**src/rtl/elevator_pkg.sv**
```systemverilog
// Shared types and constants for the SCAN elevator scheduler and its timer.
package elevator_pkg;
   localparam int N_FLOORS_DEF = 10;

   localparam logic DIR_UP   = 1'b1;
   localparam logic DIR_DOWN = 1'b0;

   typedef enum logic [1:0] {
      IDLE,
      MOVE_UP,
      MOVE_DOWN,
      DOOR_OPEN
   } state_t;
endpackage

```
**src/rtl/elevator_timer.sv**
```systemverilog
// Loadable down-counter shared by floor-to-floor travel and door dwell.
module elevator_timer #(
   parameter int CNT_W = 3
) (
   input  logic             i_clk,
   input  logic             i_rst,
   input  logic             i_load,
   input  logic [CNT_W-1:0] i_load_val,
   output logic             o_zero
);
   logic [CNT_W-1:0] r_cnt;

   // Holds at zero once expired so an idle scheduler sees a stable zero.
   always_ff @(posedge i_clk) begin
      if (i_rst) begin
         r_cnt <= '0;
      end else if (i_load) begin
         r_cnt <= i_load_val;
      end else if (r_cnt != '0) begin
         r_cnt <= r_cnt - 1'b1;
      end
   end

   assign o_zero = (r_cnt == '0);
endmodule

```
**src/rtl/elevator_scheduler.sv**
```systemverilog
// Collective-control (SCAN) elevator scheduler: latches calls, sweeps in one
// direction while work remains ahead, and dwells with the door open at each stop.
module elevator_scheduler
   import elevator_pkg::*;
#(
   parameter int N_FLOORS   = N_FLOORS_DEF,
   parameter int TRAVEL_CYC = 4,
   parameter int DOOR_CYC   = 3,
   parameter int CNT_W      = 3
) (
   input  logic                i_clk,
   input  logic                i_rst,
   input  logic [N_FLOORS-1:0] i_hall_call,
   input  logic [N_FLOORS-1:0] i_car_call,
   input  logic                i_door_hold,
   output logic [N_FLOORS-1:0] o_floor,
   output logic [N_FLOORS-1:0] o_pending,
   output logic                o_move_up,
   output logic                o_move_down,
   output logic                o_door_open,
   output logic                o_dir_up,
   output logic                o_idle
);
   localparam logic [N_FLOORS-1:0] ONE        = {{(N_FLOORS-1){1'b0}}, 1'b1};
   localparam logic [CNT_W-1:0]    TRAVEL_VAL = CNT_W'(TRAVEL_CYC - 1);
   localparam logic [CNT_W-1:0]    DOOR_VAL   = CNT_W'(DOOR_CYC - 1);

   state_t              r_state;
   logic [N_FLOORS-1:0] r_floor;
   logic [N_FLOORS-1:0] r_pending;
   logic                r_dir_up;
   logic                r_move_up;
   logic                r_move_down;
   logic                r_door_open;
   logic                r_idle;

   state_t              w_state_next;
   logic [N_FLOORS-1:0] w_floor_next;
   logic [N_FLOORS-1:0] w_floor_step;
   logic [N_FLOORS-1:0] w_clr;
   logic                w_dir_next;
   logic                w_tmr_load;
   logic [CNT_W-1:0]    w_tmr_val;
   logic                w_tmr_zero;
   logic                w_here;
   logic                w_above;
   logic                w_below;
   logic                w_new_here;

   // For a one-hot floor f, (f<<1)-1 covers f and everything beneath it.
   function automatic logic any_above(input logic [N_FLOORS-1:0] p,
                                      input logic [N_FLOORS-1:0] f);
      logic [N_FLOORS-1:0] le;
      le = (f << 1) - ONE;
      return |(p & ~le);
   endfunction

   function automatic logic any_below(input logic [N_FLOORS-1:0] p,
                                      input logic [N_FLOORS-1:0] f);
      return |(p & (f - ONE));
   endfunction

   elevator_timer #(.CNT_W(CNT_W)) u_timer (
      .i_clk      (i_clk),
      .i_rst      (i_rst),
      .i_load     (w_tmr_load),
      .i_load_val (w_tmr_val),
      .o_zero     (w_tmr_zero)
   );

   assign w_here       = |(r_pending & r_floor);
   assign w_above      = any_above(r_pending, r_floor);
   assign w_below      = any_below(r_pending, r_floor);
   assign w_new_here   = |((i_hall_call | i_car_call) & r_floor);
   assign w_floor_step = (r_state == MOVE_UP) ? (r_floor << 1) : (r_floor >> 1);

   always_comb begin
      w_state_next = r_state;
      w_floor_next = r_floor;
      w_dir_next   = r_dir_up;
      w_clr        = '0;
      w_tmr_load   = 1'b0;
      w_tmr_val    = DOOR_VAL;
      case (r_state)
         IDLE: begin
            if (w_here) begin
               w_state_next = DOOR_OPEN;
               w_clr        = r_floor;
               w_tmr_load   = 1'b1;
            end else if (w_above && (r_dir_up || !w_below)) begin
               w_state_next = MOVE_UP;
               w_dir_next   = DIR_UP;
               w_tmr_load   = 1'b1;
               w_tmr_val    = TRAVEL_VAL;
            end else if (w_below) begin
               w_state_next = MOVE_DOWN;
               w_dir_next   = DIR_DOWN;
               w_tmr_load   = 1'b1;
               w_tmr_val    = TRAVEL_VAL;
            end
         end
         MOVE_UP, MOVE_DOWN: begin
            // Arrival decisions look at the floor being entered, not the one left.
            if (w_tmr_zero) begin
               w_floor_next = w_floor_step;
               w_tmr_load   = 1'b1;
               if (|(r_pending & w_floor_step)) begin
                  w_state_next = DOOR_OPEN;
                  w_clr        = w_floor_step;
               end else if ((r_state == MOVE_UP)   && any_above(r_pending, w_floor_step) ||
                            (r_state == MOVE_DOWN) && any_below(r_pending, w_floor_step)) begin
                  w_tmr_val    = TRAVEL_VAL;
               end else begin
                  w_state_next = IDLE;
                  w_tmr_load   = 1'b0;
               end
            end
         end
         DOOR_OPEN: begin
            // Calls at the open floor are absorbed without ever reaching pending.
            w_clr = r_floor;
            if (i_door_hold || w_new_here) begin
               w_tmr_load = 1'b1;
            end else if (w_tmr_zero) begin
               if (r_dir_up ? w_above : w_below) begin
                  w_state_next = r_dir_up ? MOVE_UP : MOVE_DOWN;
                  w_tmr_load   = 1'b1;
                  w_tmr_val    = TRAVEL_VAL;
               end else if (r_dir_up ? w_below : w_above) begin
                  w_state_next = r_dir_up ? MOVE_DOWN : MOVE_UP;
                  w_dir_next   = ~r_dir_up;
                  w_tmr_load   = 1'b1;
                  w_tmr_val    = TRAVEL_VAL;
               end else begin
                  w_state_next = IDLE;
               end
            end
         end
         default: w_state_next = IDLE;
      endcase
   end

   always_ff @(posedge i_clk) begin
      if (i_rst) begin
         r_state     <= IDLE;
         r_floor     <= ONE;
         r_pending   <= '0;
         r_dir_up    <= DIR_UP;
         r_move_up   <= 1'b0;
         r_move_down <= 1'b0;
         r_door_open <= 1'b0;
         r_idle      <= 1'b1;
      end else begin
         r_state     <= w_state_next;
         r_floor     <= w_floor_next;
         r_pending   <= (r_pending | i_hall_call | i_car_call) & ~w_clr;
         r_dir_up    <= w_dir_next;
         r_move_up   <= (w_state_next == MOVE_UP);
         r_move_down <= (w_state_next == MOVE_DOWN);
         r_door_open <= (w_state_next == DOOR_OPEN);
         r_idle      <= (w_state_next == IDLE);
      end
   end

   always_ff @(posedge i_clk) begin
      if (!i_rst) begin
         assert ($onehot(r_floor));
      end
   end

   assign o_floor     = r_floor;
   assign o_pending   = r_pending;
   assign o_move_up   = r_move_up;
   assign o_move_down = r_move_down;
   assign o_door_open = r_door_open;
   assign o_dir_up    = r_dir_up;
   assign o_idle      = r_idle;
endmodule

```
**config.mk**
```make
export PLATFORM = sky130hd
export DESIGN_NAME = elevator_scheduler
export DESIGN_NICKNAME = d
export VERILOG_FILES = /design/src/rtl/elevator_pkg.sv /design/src/rtl/elevator_timer.sv /design/src/rtl/elevator_scheduler.sv
export SDC_FILE = /design/constraint.sdc
export NUM_CORES = 1
export LEC_CHECK = 0
export BUFFER_PORTS_ARGS = -buffer_cell sky130_fd_sc_hd__buf_2
export CAP_MARGIN = 20
export CORE_MARGIN = 2
export CORE_UTILIZATION = 52
export DETAILED_ROUTE_END_ITERATION = 16
export PLACE_DENSITY = 0.86
export SLEW_MARGIN = 15
export SYNTH_ARGS = -nofsm -noshare
export SYNTH_HDL_FRONTEND = slang
export SYNTH_SLANG_ARGS = --single-unit
```
**constraint.sdc**
```tcl
create_clock -name i_clk -period 2.9 [get_ports i_clk]
set_clock_uncertainty 0.05 [all_clocks]
set_input_delay 0.58 -clock i_clk [delete_from_list [all_inputs] [get_ports i_clk]]
set_output_delay 0.58 -clock i_clk [all_outputs]
set_load 0.02 [all_outputs]
```
==> results of run 1 <==
[state kept, by name, indices dropped and copies added, names as in the netlist]
signal and count:
u_timer.r_cnt 3, r_state 2, o_move_up 1, o_floor 10, o_move_down 1, o_door_open 1
o_dir_up 1, o_pending 10, o_idle 1
[worst reg2reg max path, cell delays in order, from the launching register on]
cell and delay [ns]:
dfxtp_2 0.33, inv_2 0.09, ha_4 0.20, buf_6 0.15, mux2_4 0.31, or3_4 0.40
xor2_2 0.17, a221o_1 0.37, o21ai_2 0.19, a21oi_2 0.10, a2111o_1 0.37, o211a_1 0.12
[cells in the mapped netlist (8+ instances only)]
cell / n
clkbuf_1: 14
a211oi_1: 9
a21oi_1: 18
o21ai_0: 22
a2111oi_0: 8
mux2i_1: 9
dfxtp_1: 30
inv_1: 22
ha_1: 9
nor3_1: 17
nand2_1: 27
nor2_1: 27
[cell usage in the layout (no fill, tap or decap), types with 4 or more instances in the layout]
| cell type | Yosys | final |
|---|---|---|
| a31oi_1 | 4 | 4 |
| a21oi_1 | 18 | 17 |
| a22oi_1 | 6 | 6 |
| nand2_1 | 27 | 24 |
| xor2_1 | 6 | 4 |
| mux2i_4 | 1 | 4 |
| o221ai_1 | 5 | 4 |
| nor2_1 | 27 | 26 |
| nand2b_1 | 6 | 6 |
| dfxtp_1 | 30 | 25 |
| and2_1 | 5 | 5 |
| o22ai_1 | 4 | 4 |
| o21ai_0 | 22 | 20 |
| buf_4 | 0 | 50 |
| a2111oi_1 | 0 | 4 |
| mux2i_1 | 9 | 5 |
| inv_1 | 22 | 19 |
| clkbuf_8 | 0 | 6 |
| buf_2 | 5 | 47 |
| nor4_1 | 7 | 5 |
| or3_1 | 7 | 5 |
| a211oi_1 | 9 | 9 |
| nor4_2 | 2 | 4 |
| ha_1 | 9 | 6 |
| nor3_1 | 17 | 16 |
| nand3_1 | 6 | 6 |
[timing repair]
action / in CTS / in global routing
pin swaps: 4 / 14
gates resized for setup: 4 / 38
endpoints found under the setup margin: 4 / 15
buffers inserted: 1 / 13
[logic make-up after synthesis]
group                    count (synthesis)  synth area share [%]
AO/OA/AOI/OAI                          116                 30.21
buffers and inverters                   48                 7.800
adder cells (fa/ha/maj)                  9                 4.058
multiplexers                            16                 6.673
AND/OR/NAND/NOR                        129                 26.78
XOR/XNOR                                 9                 2.841
flip-flops                              30                 21.64
[final cells by class]
class	count	area, um^2	area share (%)
Clock buffer	7	86.33	2.273
Multi-Input combinational cell	279	2222	58.52
Timing Repair Buffer	102	693.2	18.25
Clock inverter	1	5.005	0.1318
Tap cell	70	87.58	2.306
Sequential cell	30	611.8	16.11
Inverter	23	91.34	2.405
[routing by layer]
layer | global-route usage, % | part of all wire [%]
met5 | 0 | 0
met1 | 39.40 | 38
met3 | 5.412 | 8.8
met4 | 14.46 | 3.4
met2 | 54.56 | 50
[stage by stage]
step / hold slack [ns] / instance area (um^2) / util [%]
after detailed placement: 0.5192 / 3379 / 65.75
after CTS: 0.5322 / 3501 / 68.11
final: 0.5654 / 3797 / 73.88
after floorplan: 0.5405 / 2887 / -
after global placement: 0.5017 / 3379 / 65.75
after global routing: 0.5998 / 3797 / 73.88
[worst paths after layout]
| kind | end | slack, ns | depth (start not counted) |
|---|---|---|---|
| setup / recovery | u_timer.r_cnt[0] | -0.05 | 11 |
| setup reg to reg | u_timer.r_cnt[0] | -0.05 | 11 |
| hold / removal | o_floor[9] | 0.57 | 2 |
| hold reg to reg | o_floor[9] | 0.57 | 2 |
==> results.tsv, run 1 <==
stage	metric	value	unit
cells_and_area	P&R area growth vs syn	36.83	%
die	IO Pins	48	
drt	DRT Pass-1 Iters	5	
die	Die Area	5937	um^2
drt	DRT antenna net count	0	
clock_network	CTS tree	yes	
global_routing	grt ovf	0	
drt	via/cell ratio	6.684	
setup_path	Worst setup startpoint	r_state[1]	
logic_synthesis	Synth Cell Area	2775	um^2
clock_network	number of buffers inserted by hold repair at cts	0	
logic_synthesis	register area share after synthesis	21.64	%
logic_synthesis	yosys warns	0	
setup_path	slowest CP cell	or3_4	
clock_network	H-tree Lvls	2	
setup_path	CP max FO	5	
die	row count	26	
die	DIE WIDTH	77.06	um
timing	setup TNS	-0.06990	ns
cells_and_area	fin nets	473	
global_routing	total track usage	31.99	%
die	initial core utilization	53.99	%
logic_synthesis	Post-synth ARST share	0	%
timing	final worst slack	-0.04678	ns
setup_path	critical path class	reg2reg	
placed_design	detailed placement HPWL	7130	um
timing	Achievable Freq	0.3394	GHz
min_path	min-delay src	o_floor[9]	
drt	Iter 0 DRT Violations	478	
global_routing	global-route wire length before repair	15280	um
logic_synthesis	Synth area leader	dfxtp_1	
logic_synthesis	largest cells by area after synthesis	dfxtp_1 22%, ha_1 4.1%, o21ai_0 4.0%	
clock_network	TritonCTS Buffers	5	
logic_synthesis	Cell variety after synth	72	
timing	Slew Limit Fails	0	
logic_synthesis	average cell area after synthesis	7.774	um^2
logic_synthesis	register bit total from synthesis	30	
status	failing checks	negative setup slack	
setup_path	Critical path buffers and inverters	2	
setup_path	CP arrival	3.08	ns
die	Core Area	5140	um^2
setup_path	crit path launch type	register	
timing	setup violators final	2	
logic_synthesis	top cell type's share of synthesized area	21.64	%
clock_network	CTS clock-pin slew for the worst setup and hold paths	0.07	ns
timing	setup repair after global routing missed its margin	true	
global_routing	largest net degree at the start of global routing	23	
cells_and_area	Post-Layout Cell Count	512	
timing	final hold viol count	0	
flow_run	total of max-cap violations	0	
placed_design	Placed Cells	490	
die	Die Y	77.06	um
drt	DRC	0	
min_path	Hold Crit Class	reg2reg	
placed_design	DP Worst Slack	-0.1337	ns
status	status	complete, but fails checks	
clock_network	maximum clock insertion buffer count	2	
timing	worst rel slew slack	51.10	%
timing	crit path time final	2.947	ns
global_routing	vias in the first global route	3122	
timing	worst-margin pin slew	0.7308	ns
cells_and_area	filler cell count in the final layout	406	
drt	total number of vias	3422	
logic_synthesis	Synth Instances	357	
global_routing	antenna violations before repair	0	
logic_synthesis	number of flops mapped to enable cells by yosys	0	
cells_and_area	layout cell share with drive strength beyond 1	39.82	%
drt	Routed wire per std cell	20.02	um
clock_network	clk root buf	clkbuf_8	
clock_network	Clk Latency, worst-skew pair	0.29	ns
placed_design	GPL Wtd Cong	1.024	
clock_network	clock sink count	30	
setup_path	FF-to-FF Start	r_state[1]	
setup_path	delay-heaviest family, CP	compound AO/OA/AOI/OAI gates	
logic_synthesis	syn_nets	389	
timing	Tcrit/Tclk final	101.6	%
placed_design	PortBufs	47	
setup_path	Critical Path Max Stage Delay	0.40	ns
logic_synthesis	Synth Flop Type	dfxtp_1	
setup_path	Critical Path Sink Type	register	
setup_path	worst path cell trace	inv_2 > ha_4 > buf_6 > mux2_4 > or3_4 > xor2_2 > a221o_1 > o21ai_2 > a21oi_2 > a2111o_1 > o211a_1	
cells_and_area	antenna cells	0	
setup_path	WP data required	3.03	ns
drt	routed wire length	10250	um
Power of run 1 is left out: the tool's default activity adds up to more than one toggle a clock period on the data nets, which glitch-free logic cannot reach.
==> run 2: changes to the inputs <==
CORE_UTILIZATION = 57   (was 52)
PLACE_DENSITY = 0.85   (was 0.86)
clock period = 3 ns   (was 2.9 ns; I/O delays follow)
==> run 2 against run 1 <==
  * The flow now finishes without violations
  * Hold slack worse by 0.040 ns
  * Non-clock buffer count fell by 16
  * Via count decreased by 3.6%
  * Utilization rose by 0.66 points
  * Final cell count shrank 3.9%
  * Final area down 7.3%
  * Register-to-register slack gained 0.09 ns
  * Critical path type unchanged
  * Largest cell class unchanged
==> results.tsv, run 2 (synthesis results as in run 1) <==
stage	metric	value	unit	change
min_path	Hold Crit Depth	2		unchanged
clock_network	maximum clock insertion buffer count	2		unchanged
global_routing	antenna violations before repair	0		unchanged
cells_and_area	FF+latch area	604.3	um^2	was 611.8 um^2
timing	setup violators final	0		was 2
cells_and_area	filler cell count in the final layout	356		was 406
die	row count	25		was 26
die	Die Y	73.78	um	was 77.06 um
clock_network	clock sink count	30		unchanged
cells_and_area	most common cell after layout, fill and taps aside	buf_2		was buf_4
timing	Tcrit/Tclk final	98.56	%	was 101.6%
status	status	complete, no violations		was complete, but fails checks
global_routing	vias in the first global route	2952		was 3122
die	Core Area	4723	um^2	was 5140 um^2
clock_network	H-tree Lvls	2		unchanged
clock_network	Clk Latency, worst-skew pair	0.29	ns	about the same
cells_and_area	Multi-input gate area	2127	um^2	was 2222 um^2
drt	Routed wire per std cell	18.97	um	was 20.02 um
cells_and_area	P&R area growth vs syn	26.87	%	was 36.83%
min_path	Hold Crit Class	reg2reg		unchanged
setup_path	crit path launch type	register		unchanged
setup_path	critical path class	reg2reg		unchanged
timing	final hold viol count	0		unchanged
setup_path	R2R depth	12		was 11
setup_path	CP max FO	11		was 5
die	initial core utilization	58.75	%	was 53.99%
global_routing	largest net degree at the start of global routing	23		unchanged
timing	Slew Limit Fails	0		unchanged
flow_run	total of max-cap violations	0		unchanged
drt	DRT antenna net count	0		unchanged
global_routing	global-route wire length before repair	14730	um	was 15280 um
timing	crit path time final	2.957	ns	was 2.947 ns
drt	Iter 0 DRT Violations	422		was 478
placed_design	PortBufs	47		unchanged
drt	routed wire length	9333	um	was 10250 um
setup_path	Critical Path Sink Type	register		unchanged
setup_path	CP arrival	3.09	ns	was 3.08 ns
global_routing	grt ovf	0		unchanged
clock_network	CTS clock-pin slew for the worst setup and hold paths	0.07	ns	about the same
clock_network	CTS tree	yes		unchanged
setup_path	WP data required	3.13	ns	was 3.03 ns
clock_network	clk root buf	clkbuf_8		unchanged
cells_and_area	most frequent cells in the layout	47 x buf_2, 38 x buf_4, 27 x dfxtp_1		was 50 x buf_4, 47 x buf_2, 26 x nor2_1
die	IO Pins	48		unchanged
drt	via/cell ratio	6.707		was 6.684
drt	DRC	0		unchanged
cells_and_area	antenna cells	0		unchanged
die	Die Area	5443	um^2	was 5937 um^2
clock_network	TritonCTS Buffers	5		unchanged
global_routing	total track usage	35.29	%	was 31.99%
drt	DRT Pass-1 Iters	6		was 5
timing	worst rel slew slack	56.44	%	was 51.10%
cells_and_area	Post-Layout Cell Count	492		was 512
drt	total number of vias	3300		was 3422
cells_and_area	layout cell share with drive strength beyond 1	34.59	%	was 39.82%
placed_design	GPL Wtd Cong	1.007		was 1.024
timing	worst-margin pin slew	0.6534	ns	was 0.7308 ns
cells_and_area	fin nets	457		was 473
timing	Achievable Freq	0.3382	GHz	was 0.3394 GHz
cells_and_area	Post-Route Utilization	74.54	%	was 73.88%
timing	setup repair after global routing missed its margin	true		unchanged
placed_design	detailed placement HPWL	6877	um	was 7130 um
die	DIE WIDTH	73.78	um	was 77.06 um
placed_design	Placed Cells	480		was 490
==> run 2: changes by cell type in the layout (fill, tap and decap cells not counted), sizes merged <==
cell	previous run	this run
buf	102	86
clkbuf	7	5
clkinv	1	2
==> run 2: worst max-delay path, stage by stage, from the launching register on <==
cell and delay, ns:
dfxtp_1 0.35, inv_2 0.11, ha_4 0.23, buf_4 0.19
mux2i_4 0.29, nand2_1 0.14, nor3_2 0.22, xnor2_1 0.10
a221o_1 0.39, o21ai_2 0.15, a21oi_1 0.11, a2111o_1 0.40
o211a_1 0.13
==> run 2: path summary, 6_finish.rpt <==
kind / from / endpoint / slack (ns)
hold / removal: o_floor[9] / o_floor[9] / 0.52
hold reg to reg: o_floor[9] / o_floor[9] / 0.52
setup reg to reg: r_state[1] / u_timer.r_cnt[0] / 0.04
setup / recovery: r_state[1] / u_timer.r_cnt[0] / 0.04
==> run 2: repair_timing <==
action | 4_1_cts | 5_1_grt
resized for setup | 0 | 21
hold buffers | 0 | 0
setup endpoints to repair | 0 | 12
buffers inserted | 0 | 5
==> run 2: cell type report <==
cell class | instances | area share (%)
sequential | 30 | 17.16
timing repair buffer | 86 | 15.35
clock buffer | 5 | 1.955
inverter | 23 | 2.452
clock inverter | 2 | 0.2843
tap | 67 | 2.381
multi-input combinational | 279 | 60.41
==> run 2: per-stage QoR <==
step	area, um^2	worst slack (ns)	TNS, ns	hold slack [ns]
CTS	3364	0.02927	0	0.5188
detailed placement	3286	-0.07248	-0.08533	0.5035
global placement	3286	-0.09895	-0.2059	0.5094
floorplan	2838	0.003162	0	0.5404
global route	3521	-0.08673	-0.1974	0.5553
finish	3521	0.04334	0	0.5249
==> run 2: per-layer routing <==
metal  global-route usage (%)  wire [um]  up-vias
li1                         -          -     1491
met1                    46.42       3651     1535
met2                    57.14       4394      232
met3                    4.390        886       42
met4                    16.36        401        0
met5                        0          0        -
Power of run 2 is left out for the same reason.
==> run 3: changes to the inputs <==
CORE_MARGIN = 5   (was 2)
clock period = 3.1 ns   (was 3 ns; I/O delays follow)
==> run 3 against run 2 <==
  * Wire length grew 5.7%
  * Non-clock buffer count grew 2
  * Hold slack lost 0.0056 ns
  * Sequential share of layout area grew 0.20 points
  * Die area grew 17%
  * Critical path type unchanged
  * Setup slack lost 0.0081 ns
==> results.tsv, run 3 (synthesis results as in run 1) <==
stage	metric	value	unit	change
die	row count	25		unchanged
placed_design	Placed Cells	481		was 480
clock_network	H-tree Lvls	2		unchanged
timing	setup violators final	0		unchanged
setup_path	crit path launch type	register		unchanged
setup_path	critical path class	reg2reg		unchanged
setup_path	Critical Path Sink Type	register		unchanged
drt	total number of vias	3332		was 3300
setup_path	R2R depth	13		was 12
setup_path	RR Endpoint	o_idle		was u_timer.r_cnt[0]
setup_path	r2r setup slk	0.04	ns	about the same
setup_path	FF-to-FF Start	r_state[1]		unchanged
min_path	Hold Crit Class	reg2reg		unchanged
timing	Achievable Freq	0.3263	GHz	was 0.3382 GHz
global_routing	grt ovf	0		unchanged
timing	Tcrit/Tclk final	98.86	%	was 98.56%
cells_and_area	most frequent cells in the layout	48 x buf_2, 40 x buf_4, 27 x dfxtp_1		was 47 x buf_2, 38 x buf_4, 27 x dfxtp_1
drt	Iter 0 DRT Violations	573		was 422
cells_and_area	most common cell after layout, fill and taps aside	buf_2		unchanged
timing	Slew Limit Fails	0		unchanged
global_routing	global-route wire length before repair	15080	um	was 14730 um
flow_run	total of max-cap violations	0		unchanged
cells_and_area	filler cell count in the final layout	347		was 356
drt	DR WL met2	4706	um	was 4394 um
placed_design	PortBufs	47		unchanged
drt	routed wire length	9861	um	was 9333 um
timing	worst rel slew slack	54.09	%	was 56.44%
clock_network	clk root buf	clkbuf_8		unchanged
drt	met3 WL post-DR	960	um	was 886 um
cells_and_area	P&R area growth vs syn	25.38	%	was 26.87%
cells_and_area	fin nets	459		was 457
die	Core Area	4723	um^2	unchanged
drt	via/cell ratio	6.745		was 6.707
drt	DRT antenna net count	0		unchanged
clock_network	clock sink count	30		unchanged
setup_path	CP arrival	3.24	ns	was 3.09 ns
global_routing	total track usage	30.49	%	was 35.29%
cells_and_area	Post-Layout Cell Count	494		was 492
clock_network	CTS clock-pin slew for the worst setup and hold paths	0.07	ns	about the same
clock_network	Clk Latency, worst-skew pair	0.29	ns	about the same
global_routing	vias in the first global route	3081		was 2952
cells_and_area	layout cell share with drive strength beyond 1	33.49	%	was 34.59%
clock_network	maximum clock insertion buffer count	2		unchanged
global_routing	largest net degree at the start of global routing	23		unchanged
timing	final hold viol count	0		unchanged
drt	DRC	0		unchanged
clock_network	number of buffers inserted by hold repair at cts	0		unchanged
drt	WL met1	3742	um	was 3651 um
placed_design	GPL Wtd Cong	0.9691		was 1.007
die	Die Y	79.78	um	was 73.78 um
clock_network	CTS tree	yes		unchanged
drt	Max Used Layer	met4		unchanged
timing	worst-margin pin slew	0.6886	ns	was 0.6534 ns
setup_path	CP max FO	6		was 11
drt	DRT Pass-1 Iters	7		was 6
cells_and_area	antenna cells	0		unchanged
cells_and_area	Post-Route Utilization	73.67	%	was 74.54%
min_path	min-delay src	o_floor[0]		was o_floor[9]
setup_path	Worst Setup EP	o_idle		was u_timer.r_cnt[0]
placed_design	detailed placement HPWL	6988	um	was 6877 um
die	initial core utilization	58.75	%	unchanged
setup_path	WP data required	3.27	ns	was 3.13 ns
global_routing	antenna violations before repair	0		unchanged
die	IO Pins	48		unchanged
timing	crit path time final	3.065	ns	was 2.957 ns
clock_network	TritonCTS Buffers	5		unchanged
setup_path	Worst setup startpoint	r_state[1]		unchanged
die	DIE WIDTH	79.78	um	was 73.78 um
status	status	complete, no violations		unchanged
drt	Routed wire per std cell	19.96	um	was 18.97 um
die	Die Area	6364	um^2	was 5443 um^2
## run 3: worst min-delay path by stage
stage	end	slack, ns	depth (start not counted)
finish	o_floor[0]	0.52	2
global route	o_floor[0]	0.53	2
CTS	o_floor[0]	0.51	2
detailed placement	o_floor[0]	0.50	2
global placement	o_floor[0]	0.50	2
floorplan	o_floor[9]	0.54	2
## run 3: what timing repair did
action | in CTS | in global routing
setup endpoints to repair | 0 | 12
resized for setup | 0 | 22
hold endpoints to repair | 0 | 0
setup buffers | 0 | 6
## run 3: worst max-delay path: stages (launching register included)
cell,delay [ns]
dfxtp_2,0.34
inv_2,0.08
ha_4,0.19
buf_2,0.19
mux2_2,0.36
or3_1,0.39
xor2_1,0.17
a221o_1,0.33
o21ai_2,0.22
buf_4,0.18
a21oi_2,0.07
o21ai_2,0.21
inv_2,0.06
a31oi_1,0.14
## run 3: cell type report
| cell class | instances | area, um^2 | share of cell area [%] |
|---|---|---|---|
| Clock inverter | 1 | 30.03 | 0.8630 |
| Multi-Input combinational cell | 279 | 2052 | 58.97 |
| Sequential cell | 30 | 604.3 | 17.37 |
| Tap cell | 67 | 83.83 | 2.409 |
| Timing Repair Buffer | 88 | 540.5 | 15.53 |
| Clock buffer | 6 | 82.58 | 2.373 |
| Inverter | 23 | 86.33 | 2.481 |
## run 3: per-stage QoR
step	cell area (um^2)	setup slack, ns	hold WS (ns)	TNS (ns)
floorplan	2791	0.003265	0.5404	0
global placement	3241	-0.03747	0.5004	-0.03747
detailed placement	3241	-0.04381	0.5033	-0.04381
CTS	3353	0.01743	0.5114	0
global route	3480	-0.09793	0.5280	-0.2602
finish	3480	0.03523	0.5193	0
## run 3: per-layer routing
metal	up-vias	GRT usage [%]
met5	-	0
met4	0	14.02
met3	56	5.982
met2	234	50.25
met1	1545	38.21
li1	1497	-
Power of run 3 is left out for the same reason.
